<file path="src/rtl/mac_rr_arbiter_pkg.sv">
// mac_pkg: shared constants, result-stage state type and round-robin pick helper
//   DATA_PATH_BITWIDTH_DEF : default operand/result width
//   st_e                   : result-stage state {ST_EMPTY, ST_FULL}
//   rr_pick(valid,ptr,n)   : first set index scanning from ptr modulo n, -1 if none
package mac_pkg;
    localparam int DATA_PATH_BITWIDTH_DEF = 16;
    typedef enum logic {ST_EMPTY, ST_FULL} st_e;
    function automatic int rr_pick(input logic [7:0] valid, input logic [2:0] ptr, input int n);
        int r;
        logic [2:0] idx;
        r = -1;
        for (int k = 0; k < 8; k++) begin
            idx = 3'((int'(ptr) + k) % n);
            if (k < n && r < 0 && valid[idx]) r = int'(idx);
        end
        return r;
    endfunction
endpackage

</file>
<file path="src/rtl/mac_rr_arbiter_if.sv">
// mac_rr_arbiter_if: request/result handshake bundle between clients and the shared MAC
//   req_valid/req_ready : per-requester handshake, req_a/b/c packed operands (slice i = requester i)
//   res_valid/res_ready : result handshake, res_id/res_data tagged result
//   master = client side, slave = arbiter side
interface mac_rr_arbiter_if #(
    parameter int N_REQ = 4,
    parameter int W = 16,
    parameter int ID_W = 2
);
    logic [N_REQ-1:0]   req_valid;
    logic [N_REQ-1:0]   req_ready;
    logic [N_REQ*W-1:0] req_a;
    logic [N_REQ*W-1:0] req_b;
    logic [N_REQ*W-1:0] req_c;
    logic               res_valid;
    logic               res_ready;
    logic [ID_W-1:0]    res_id;
    logic [W-1:0]       res_data;
    modport master (
        output req_valid, req_a, req_b, req_c, res_ready,
        input  req_ready, res_valid, res_id, res_data
    );
    modport slave (
        input  req_valid, req_a, req_b, req_c, res_ready,
        output req_ready, res_valid, res_id, res_data
    );
endinterface

</file>
<file path="src/rtl/mac_rr_arbiter_dp.sv">
// mac_dp: combinational unsigned W-bit multiply-accumulate d = (a*b mod 2^W) + c mod 2^W
//   a_i, b_i, c_i : operands; d_o : result
module mac_dp #(
    parameter int W = 16
) (
    input  logic [W-1:0] a_i,
    input  logic [W-1:0] b_i,
    input  logic [W-1:0] c_i,
    output logic [W-1:0] d_o
);
    // A W-bit product is exactly the low W bits of the full 2W product
    assign d_o = a_i * b_i + c_i;
endmodule

</file>
<file path="src/rtl/mac_rr_arbiter.sv">
// mac_rr_arbiter: round-robin arbiter sharing one MAC among N_REQ requesters, 1-deep tagged result stage
//   clk, rst : clock, async active-high reset
//   bus      : mac_rr_arbiter_if.slave (request handshakes in, tagged result out)
//   op_cnt, busy_cnt : result-handshake and stall counters, present only with MAC_RR_ARBITER_OPCNT_EN
module mac_rr_arbiter
    import mac_pkg::*;
#(
    parameter int DATA_PATH_BITWIDTH = DATA_PATH_BITWIDTH_DEF,
    parameter int N_REQ = 4,
    parameter int ID_W = 2
) (
    input  logic clk,
    input  logic rst,
    mac_rr_arbiter_if.slave bus
`ifdef MAC_RR_ARBITER_OPCNT_EN
    ,
    output logic [15:0] op_cnt,
    output logic [15:0] busy_cnt
`endif
);
    localparam int W = DATA_PATH_BITWIDTH;
    st_e             state_q, state_d;
    logic [ID_W-1:0] ptr_q, ptr_d, id_q, sel;
    logic [W-1:0]    data_q, mac_d;
    logic            grant;
    int              pick;
    // Grant only when the result slot is free or being drained this cycle; held off during reset
    always_comb begin
        pick = rr_pick(8'(bus.req_valid), 3'(ptr_q), N_REQ);
        grant = !rst && (state_q == ST_EMPTY || bus.res_ready) && pick >= 0;
        sel = pick < 0 ? '0 : ID_W'(pick);
        ptr_d = !grant ? ptr_q : (int'(sel) == N_REQ - 1 ? '0 : sel + 1'b1);
    end
    assign bus.req_ready = grant ? N_REQ'(1) << sel : '0;
    mac_dp #(.W(W)) u_dp (
        .a_i(bus.req_a[int'(sel)*W +: W]),
        .b_i(bus.req_b[int'(sel)*W +: W]),
        .c_i(bus.req_c[int'(sel)*W +: W]),
        .d_o(mac_d)
    );
    always_ff @(posedge clk or posedge rst) begin
        if (rst) state_q <= ST_EMPTY;
        else     state_q <= state_d;
    end
    always_comb state_d = grant ? ST_FULL : (bus.res_ready ? ST_EMPTY : state_q);
    always_comb bus.res_valid = state_q == ST_FULL;
    always_ff @(posedge clk or posedge rst) begin
        if (rst) begin
            ptr_q  <= '0;
            id_q   <= '0;
            data_q <= '0;
        end else begin
            ptr_q <= ptr_d;
            if (grant) begin
                id_q   <= sel;
                data_q <= mac_d;
            end
        end
    end
    assign bus.res_id   = id_q;
    assign bus.res_data = data_q;
`ifdef MAC_RR_ARBITER_OPCNT_EN
    always_ff @(posedge clk or posedge rst) begin
        if (rst) begin
            op_cnt   <= '0;
            busy_cnt <= '0;
        end else begin
            if (bus.res_valid && bus.res_ready) op_cnt <= op_cnt + 1'b1;
            if (bus.res_valid && !bus.res_ready && busy_cnt != '1) busy_cnt <= busy_cnt + 1'b1;
        end
    end
`endif
endmodule

</file>
<file path="src/flat_wrapper.sv">
// flat-port wrapper written by rule: the top's interface ports become plain ports
module mac_rr_arbiter_flat import mac_pkg::*;
#(
    parameter int DATA_PATH_BITWIDTH = DATA_PATH_BITWIDTH_DEF,
    parameter int N_REQ = 4,
    parameter int ID_W = 2
)
  (clk, rst, bus_req_valid, bus_req_a, bus_req_b, bus_req_c, bus_res_ready, bus_req_ready, bus_res_valid, bus_res_id, bus_res_data);
  mac_rr_arbiter_if #(.N_REQ(N_REQ), .W((16)), .ID_W(ID_W)) bus_i ();
  input  logic clk;
  input  logic rst;
  input wire logic [$bits(bus_i.req_valid)-1:0] bus_req_valid;
  input wire logic [$bits(bus_i.req_a)-1:0] bus_req_a;
  input wire logic [$bits(bus_i.req_b)-1:0] bus_req_b;
  input wire logic [$bits(bus_i.req_c)-1:0] bus_req_c;
  input wire logic [$bits(bus_i.res_ready)-1:0] bus_res_ready;
  output wire logic [$bits(bus_i.req_ready)-1:0] bus_req_ready;
  output wire logic [$bits(bus_i.res_valid)-1:0] bus_res_valid;
  output wire logic [$bits(bus_i.res_id)-1:0] bus_res_id;
  output wire logic [$bits(bus_i.res_data)-1:0] bus_res_data;
  assign bus_i.req_valid = bus_req_valid;
  assign bus_i.req_a = bus_req_a;
  assign bus_i.req_b = bus_req_b;
  assign bus_i.req_c = bus_req_c;
  assign bus_i.res_ready = bus_res_ready;
  assign bus_req_ready = bus_i.req_ready;
  assign bus_res_valid = bus_i.res_valid;
  assign bus_res_id = bus_i.res_id;
  assign bus_res_data = bus_i.res_data;
  mac_rr_arbiter #(.DATA_PATH_BITWIDTH(DATA_PATH_BITWIDTH), .N_REQ(N_REQ), .ID_W(ID_W)) u_core (.clk(clk), .rst(rst), .bus(bus_i));
endmodule
</file>
<file path="config.mk">
export PLATFORM = sky130hd
export DESIGN_NAME = mac_rr_arbiter_flat
export DESIGN_NICKNAME = d
export VERILOG_FILES = /design/src/rtl/mac_rr_arbiter_pkg.sv /design/src/rtl/mac_rr_arbiter_if.sv /design/src/rtl/mac_rr_arbiter_dp.sv /design/src/rtl/mac_rr_arbiter.sv /design/src/flat_wrapper.sv
export SDC_FILE = /design/constraint.sdc
export NUM_CORES = 1
export LEC_CHECK = 0
export CAP_MARGIN = 20
export CORE_ASPECT_RATIO = 0.75
export CORE_MARGIN = 1.5
export CORE_UTILIZATION = 45
export CTS_CLUSTER_DIAMETER = 120
export DETAILED_ROUTE_END_ITERATION = 6
export PLACE_DENSITY = 0.78
export SLEW_MARGIN = 20
export SYNTH_ARGS = -nofsm -noshare
export SYNTH_HDL_FRONTEND = slang
export SYNTH_SLANG_ARGS = --single-unit
export TNS_END_PERCENT = 30
</file>
<file path="constraint.sdc">
create_clock -name clk -period 21.5 [get_ports clk]
set_input_delay 2.15 -clock clk [delete_from_list [all_inputs] [get_ports clk]]
set_output_delay 2.15 -clock clk [all_outputs]
set_load 0.05 [all_outputs]
</file>
# --- Word-level counts from Yosys, hierarchy flattened ---
# Cells that the tools add are included.
totals:
  regBits: 21
  inputBits: 199
op_classes:
  addsub: 5
  n_mul: 1
  order_cmp: 9
  eq_ne: 1
  shift: 4
  mux: 17
  n_bitwise: 4
  n_reduce_logical: 11
ops:
  columns: ["operator", "count"]
  rows:
  - ["64-bit by 7-bit variable part select with 16-bit output", 3]
  - ["32-bit by 1-bit less-than comparator with 1-bit output (second input constant)", 4]
  - ["32-bit two-way mux", 4]
  - ["32-bit by 1-bit >= comparator with 1-bit output (second input constant)", 1]
  - ["16-bit adder", 1]
  - ["16-bit by 16-bit multiplier with 16-bit output", 1]
  - ["3-bit by 4-bit less-than comparator with 1-bit output (second input constant)", 3]
  - ["1-bit binary-select mux with 3-bit select", 3]
  - ["1-bit two-way mux", 6]
  - ["2-bit OR reduction", 3]
  - ["1-bit logical AND", 5]
  - ["2-bit by 1-bit adder with 2-bit output (second input constant)", 2]
  - ["2-bit adder (second input constant)", 2]
  - ["2-bit by 4-bit less-than comparator with 1-bit output (second input constant)", 1]
  - ["2-bit two-way mux", 2]
  - ["4-bit two-way mux", 1]
  - ["1-bit by 2-bit left shift with 4-bit output (first input constant)", 1]
  - ["1-bit AND (first input constant)", 3]
  - ["1-bit binary-select mux with 2-bit select", 1]
  - ["2-bit by 1-bit == test with 1-bit output (second input constant)", 1]
  - ["2-bit nonzero test", 1]
  - ["1-bit zero test", 1]
  - ["1-bit logical OR", 1]
  - ["1-bit inverter", 1]

# --- Logic depth before layout (Yosys ltp) ---
depth:
  word_depth: 18
  mapped_depth: 32
  depth_no_buf: 30

# --- Hierarchy ---
# From an unflattened synthesis, not the netlist that was laid out.
unflattened:
  cells_unflattened: 782
  area_unflattened_um2: 7054.3
modules_own_cells:
  columns: ["module", "n_inst", "cells_per_inst", "area_each_um2", "seq_area_each_um2"]
  rows:
  - ["mac_dp", 1, 550, 4515.6, 0.0]
  - ["mac_rr_arbiter", 1, 232, 2538.7, 525.5]

# --- Worst setup path after synthesis ---
# No wires, ideal clock.
synth_path:
  path_kind: "input -> register"
  startpoint: "input port bus_req_valid[2]"
  endpoint: "register u_core.data_q[15], in the netlist u_core.bus.res_data[15]"
  t_arrival_ps: 8765
  t_required_ps: 21370
  path_slack_ps: 12605
  path_stages: 26
  path_cell_list: "nor2b_1 a211o_1 nand2_1 inv_2 buf_2 buf_1 buf_1 a211oi_1 a31o_2 clkbuf_1 or2_2 fa_1 fa_1 fa_1 fa_1 fa_1 fa_1 xnor2_1 xnor2_1 xnor2_1 xnor2_1 xnor2_1 xnor3_1 xnor3_1 xnor2_1 o21ai_1"
synth_between:
  elab_chain_len: 17
  elab_cells_between_ends: 27
  classes_between: "add/sub (1); mul (1); order compare (5); shift (3); mux (13); reduce/logical (4)"
synth_rtl:
  columns: ["element", "line", "text"]
  rows:
  - ["start, declared", "flat_wrapper.sv:12", "input wire logic [$bits(bus_i.req_valid)-1:0] bus_req_valid;"]
  - ["1-bit binary-select mux with 2-bit select", "mac_rr_arbiter_pkg.sv:14", "if (k < n && r < 0 && valid[idx]) r = int'(idx);"]
  - ["1-bit two-way mux (implied by the code)", "mac_rr_arbiter_pkg.sv:14", null]
  - ["32-bit two-way mux", "mac_rr_arbiter_pkg.sv:14", null]
  - ["32-bit by 1-bit less-than comparator with 1-bit output", "mac_rr_arbiter_pkg.sv:14", null]
  - ["1-bit logical AND", "mac_rr_arbiter_pkg.sv:14", null]
  - ["32-bit two-way mux", "mac_rr_arbiter_pkg.sv:14", null]
  - ["32-bit by 1-bit less-than comparator with 1-bit output", "mac_rr_arbiter_pkg.sv:14", null]
  - ["1-bit logical AND", "mac_rr_arbiter_pkg.sv:14", null]
  - ["32-bit two-way mux", "mac_rr_arbiter_pkg.sv:14", null]
  - ["32-bit by 1-bit less-than comparator with 1-bit output", "mac_rr_arbiter_pkg.sv:14", null]
  - ["1-bit logical AND", "mac_rr_arbiter_pkg.sv:14", null]
  - ["32-bit two-way mux *", "mac_rr_arbiter_pkg.sv:14", null]
  - ["32-bit by 1-bit less-than comparator with 1-bit output", null, null]
  - ["2-bit two-way mux", "mac_rr_arbiter.sv:31", "sel = pick < 0 ? '0 : ID_W'(pick);"]
  - ["64-bit by 7-bit variable part select with 16-bit output, on equally long branches", "mac_rr_arbiter.sv:36, mac_rr_arbiter.sv:37", null]
  - ["16-bit by 16-bit multiplier with 16-bit output", "mac_rr_arbiter_dp.sv:12", "assign d_o = a_i * b_i + c_i;"]
  - ["16-bit adder", "mac_rr_arbiter_dp.sv:12", null]
  - ["end signal, assigned", "mac_rr_arbiter.sv:56", "data_q <= mac_d;"]
  - ["end, declared", "mac_rr_arbiter.sv:24", "logic [W-1:0] data_q, mac_d;"]
# Mark *: on every way between the ends. The rest lies on a longest branch, timed or not. The select of a mux whose other input is x is not followed.
# A chain may end at the register's enable or synchronous reset.

# --- Worst setup path in the final report ---
layout_path:
  startpoint: "input port bus_req_valid[3]"
  endpoint: "register u_core.data_q[15], in the netlist u_core.bus.res_data[15]"
# Same word-level chain as after synthesis.

==> results_dict.tcl <==
set metrics [dict create \
    status "complete, no violations" \
    area_growth_syn_to_layout_pct 34.9 \
    drt_iter0_drc 508 \
    cts_tree "built" \
    r2r_start "u_core.ptr_q[1]$_DFFE_PP0P_" \
    die_width_um 145 \
    synth-simple-area-share_pct 23.9 \
    yosys_register_bits 21 \
    rows 38 \
    cts_sinks 21 \
    postSynthCellCount 896 \
    grt_util_all_layers_pct 28.2 \
    synth.avg_cell_area_sq_um 7.64 \
    postRouteAntennaNets 0 \
    relSlewSlack_pct 26.2 \
    fillers 1337 \
    grt_pass1_wl_mm 35.2 \
    fin_tns_setup_ns 0 \
    drv_cap 0 \
    grt_pass1_vias 6987 \
    start_util_pct 46.7 \
    viasPerCell 5.20 \
    grt_use_met2_pct 48.2 \
    setup_viol 0 \
    hold_path_depth 2 \
    synth_compound_area_share_pct 10.1 \
    path_clk_slew_ns 0.07 \
    clock_latency_ns 0.27 \
    cp.required_ns 21.63 \
    grt_overflow 0 \
    seq_area_frac_synth_pct 7.68 \
    muxShareOfSynthArea_pct 3.87 \
    synth-main-ff-cell "dfrtp_1" \
    grt_max_degree 88 \
    grt_util_met1_pct 35.3 \
    synth_warnings 0 \
    hp-class "reg2reg" \
    clock.fmax_ghz 0.101 \
    crit_type "in2reg" \
    reg2reg_depth 23 \
    drt_pass1_iterations 5 \
    fin_crit_ns 9.95 \
    hold_ws_ns 0.481 \
    ys_types 53 \
    die_h_um 110 \
    grt_busiest_layer "met2" \
    place.gp.congestion 1.02 \
    port_buffers 221 \
    cpPeakStageDelay_ns 0.70 \
    ios 222 \
    grt_util_met3_pct 8.05 \
    critPathArrivalTime_ns 10.08 \
    cts_buffers 3 \
    period_share_pct 46.3 \
    hold_viol_final 0 \
    wirelength_mm 22.3 \
    synth-edff-count 0 \
    r2r_end "u_core.bus.res_data[15]$_DFFE_PP0P_" \
    nets 1435 \
    endpoint_kind "flop" \
    cts_hold_repair.buffers 0 \
    synth_fp_nets 1245 \
    rsz0062_at_grt "false" \
    yosys.area_share.adder_pct 37.7 \
    cts_resized 0 \
    r2r_slack_ns 13.56 \
    synthXorXnorAreaFrac_pct 5.63 \
    via_count 6680 \
    startpoint "bus_req_valid[3]" \
    drc 0 \
    hpwlAfterDp_mm 18.9 \
    slew_viol_final 0 \
    antennaDiodeCount 0 \
    wl_per_cell_um 17.4 \
    tightest_slew_ns 1.08 \
    crit_path_start_kind "input pin" \
    fin_worst_skew_ns 0.00437 \
    fp.dieArea_sq_um 16000 \
    post_cts_buffers 0 \
    timing.critical_path.to "u_core.bus.res_data[15]$_DFFE_PP0P_" \
    antenna_found_initial 0 \
    cts.path.max_buffers 2 \
    h-tree-depth 1 \
    slowest_stage "buf_4" \
    layout-drive-gt1-share_pct 3.59 \
    async_flop_share_pct 100 \
    coreArea_sq_um 14600 \
    cts-root-buf "clkbuf_16" \
    syn_area_sq_um 6850 \
    path_max_fanout 87 \
    synth_top_family_by_area "adder cells" \
]
-- worst max-delay path, delay by kind of cell --
family | cells | cell delay, ns
AO/OA/AOI/OAI | 3 | 0.89
adder cells (fa/ha/maj) | 6 | 3.04
XOR/XNOR | 8 | 1.60
AND/OR/NAND/NOR | 4 | 1.06
buffers and inverters | 4 | 1.30
-- state kept, by name, indices dropped and copies added, names as in the netlist --
signal / count
u_core.bus.res_data: 16
u_core.bus.res_id: 2
u_core.ptr_q: 2
u_core.bus.res_valid: 1
-- layout by cell type (no fill, tap or decap), drive strengths merged, types with 4 or more instances in the layout --
cell,count
clkdlybuf4s50,221
nand2,199
inv,152
fa,94
nor2,69
ha,56
nand3,36
a21oi,26
nand2b,22
dfrtp,21
xnor2,20
and3,20
mux2i,16
o21ai,15
xor2,11
a211oi,11
nor2b,10
mux2,9
a31o,8
or2,8
a22oi,7
a22o,6
a31oi,5
xnor3,4
a32oi,4
-- worst min path at each step --
stage | from | end
4_1_cts | u_core.bus.res_data[8]$_DFFE_PP0P_ | u_core.bus.res_data[8]$_DFFE_PP0P_
3_5_place_dp | u_core.bus.res_data[8]$_DFFE_PP0P_ | u_core.bus.res_data[8]$_DFFE_PP0P_
6_report | u_core.bus.res_data[8]$_DFFE_PP0P_ | u_core.bus.res_data[8]$_DFFE_PP0P_
5_1_grt | u_core.bus.res_data[14]$_DFFE_PP0P_ | u_core.bus.res_data[14]$_DFFE_PP0P_
2_1_floorplan | u_core.ptr_q[0]$_DFFE_PP0P_ | u_core.ptr_q[0]$_DFFE_PP0P_
3_3_place_gp | u_core.bus.res_data[8]$_DFFE_PP0P_ | u_core.bus.res_data[8]$_DFFE_PP0P_
-- routing by layer --
metal	vias to the layer above	part of all wire [%]
met1	3170	41
met3	35	10
li1	3190	-
met2	285	46
met5	-	0
met4	0	2.4
-- area by class of cell --
cell class	instances	area, sq um	area share [%]
Tap cell	200	250	2.71
Clock inverter	1	5.00	0.0542
Inverter	152	573	6.21
Multi-Input combinational cell	684	5570	60.3
Sequential cell	21	526	5.69
Clock buffer	3	75.1	0.813
Timing Repair Buffer	224	2230	24.2
-- metrics by stage --
step | instance area, sq um | setup slack (ns) | std cells | util [%]
2_1_floorplan | 6850 | 12.61 | 896 | -
3_3_place_gp | 9150 | 11.53 | 1281 | 62.5
3_5_place_dp | 9150 | 11.28 | 1281 | 62.5
4_1_cts | 9230 | 11.55 | 1285 | 63.0
5_1_grt | 9230 | 11.08 | 1285 | 63.0
6_report | 9230 | 11.55 | 1285 | 63.0
-- cell families (layout without fill, tap and decap cells) --
logic type / Yosys count / in the layout
multiplexers: 25 / 25
flip-flops: 21 / 21
XOR/XNOR: 36 / 36
adder cells (fa/ha/maj): 150 / 150
buffers and inverters: 191 / 380
AND/OR/NAND/NOR: 373 / 373
AO/OA/AOI/OAI: 100 / 100
-- synthesized netlist by cell type, drive strengths merged (3+ instances only) --
cell type  count  share of area, %
a211o          3              0.38
a211oi        11               1.2
a21o           3              0.33
a21oi         26               1.9
a22o           6              0.77
a22oi          7              0.77
a31o           8               1.0
a31oi          5              0.46
a32o           3              0.44
a32oi          4              0.62
and3          20               1.8
buf           17               1.4
clkbuf        22               1.2
dfrtp         21               7.7
fa            94                27
ha            56                10
inv          152               8.4
mux2           9               1.5
mux2i         16               2.3
nand2        199                11
nand2b        22               2.0
nand3         36               2.6
nor2          69               3.8
nor2b         10              0.91
o21ai         15               1.1
or2            8              0.73
xnor2         20               2.6
xnor3          4               1.3
xor2          11               1.4
Power is not shown: default switching activity piles up to over one toggle a cycle in this logic, so the estimate is an artifact.
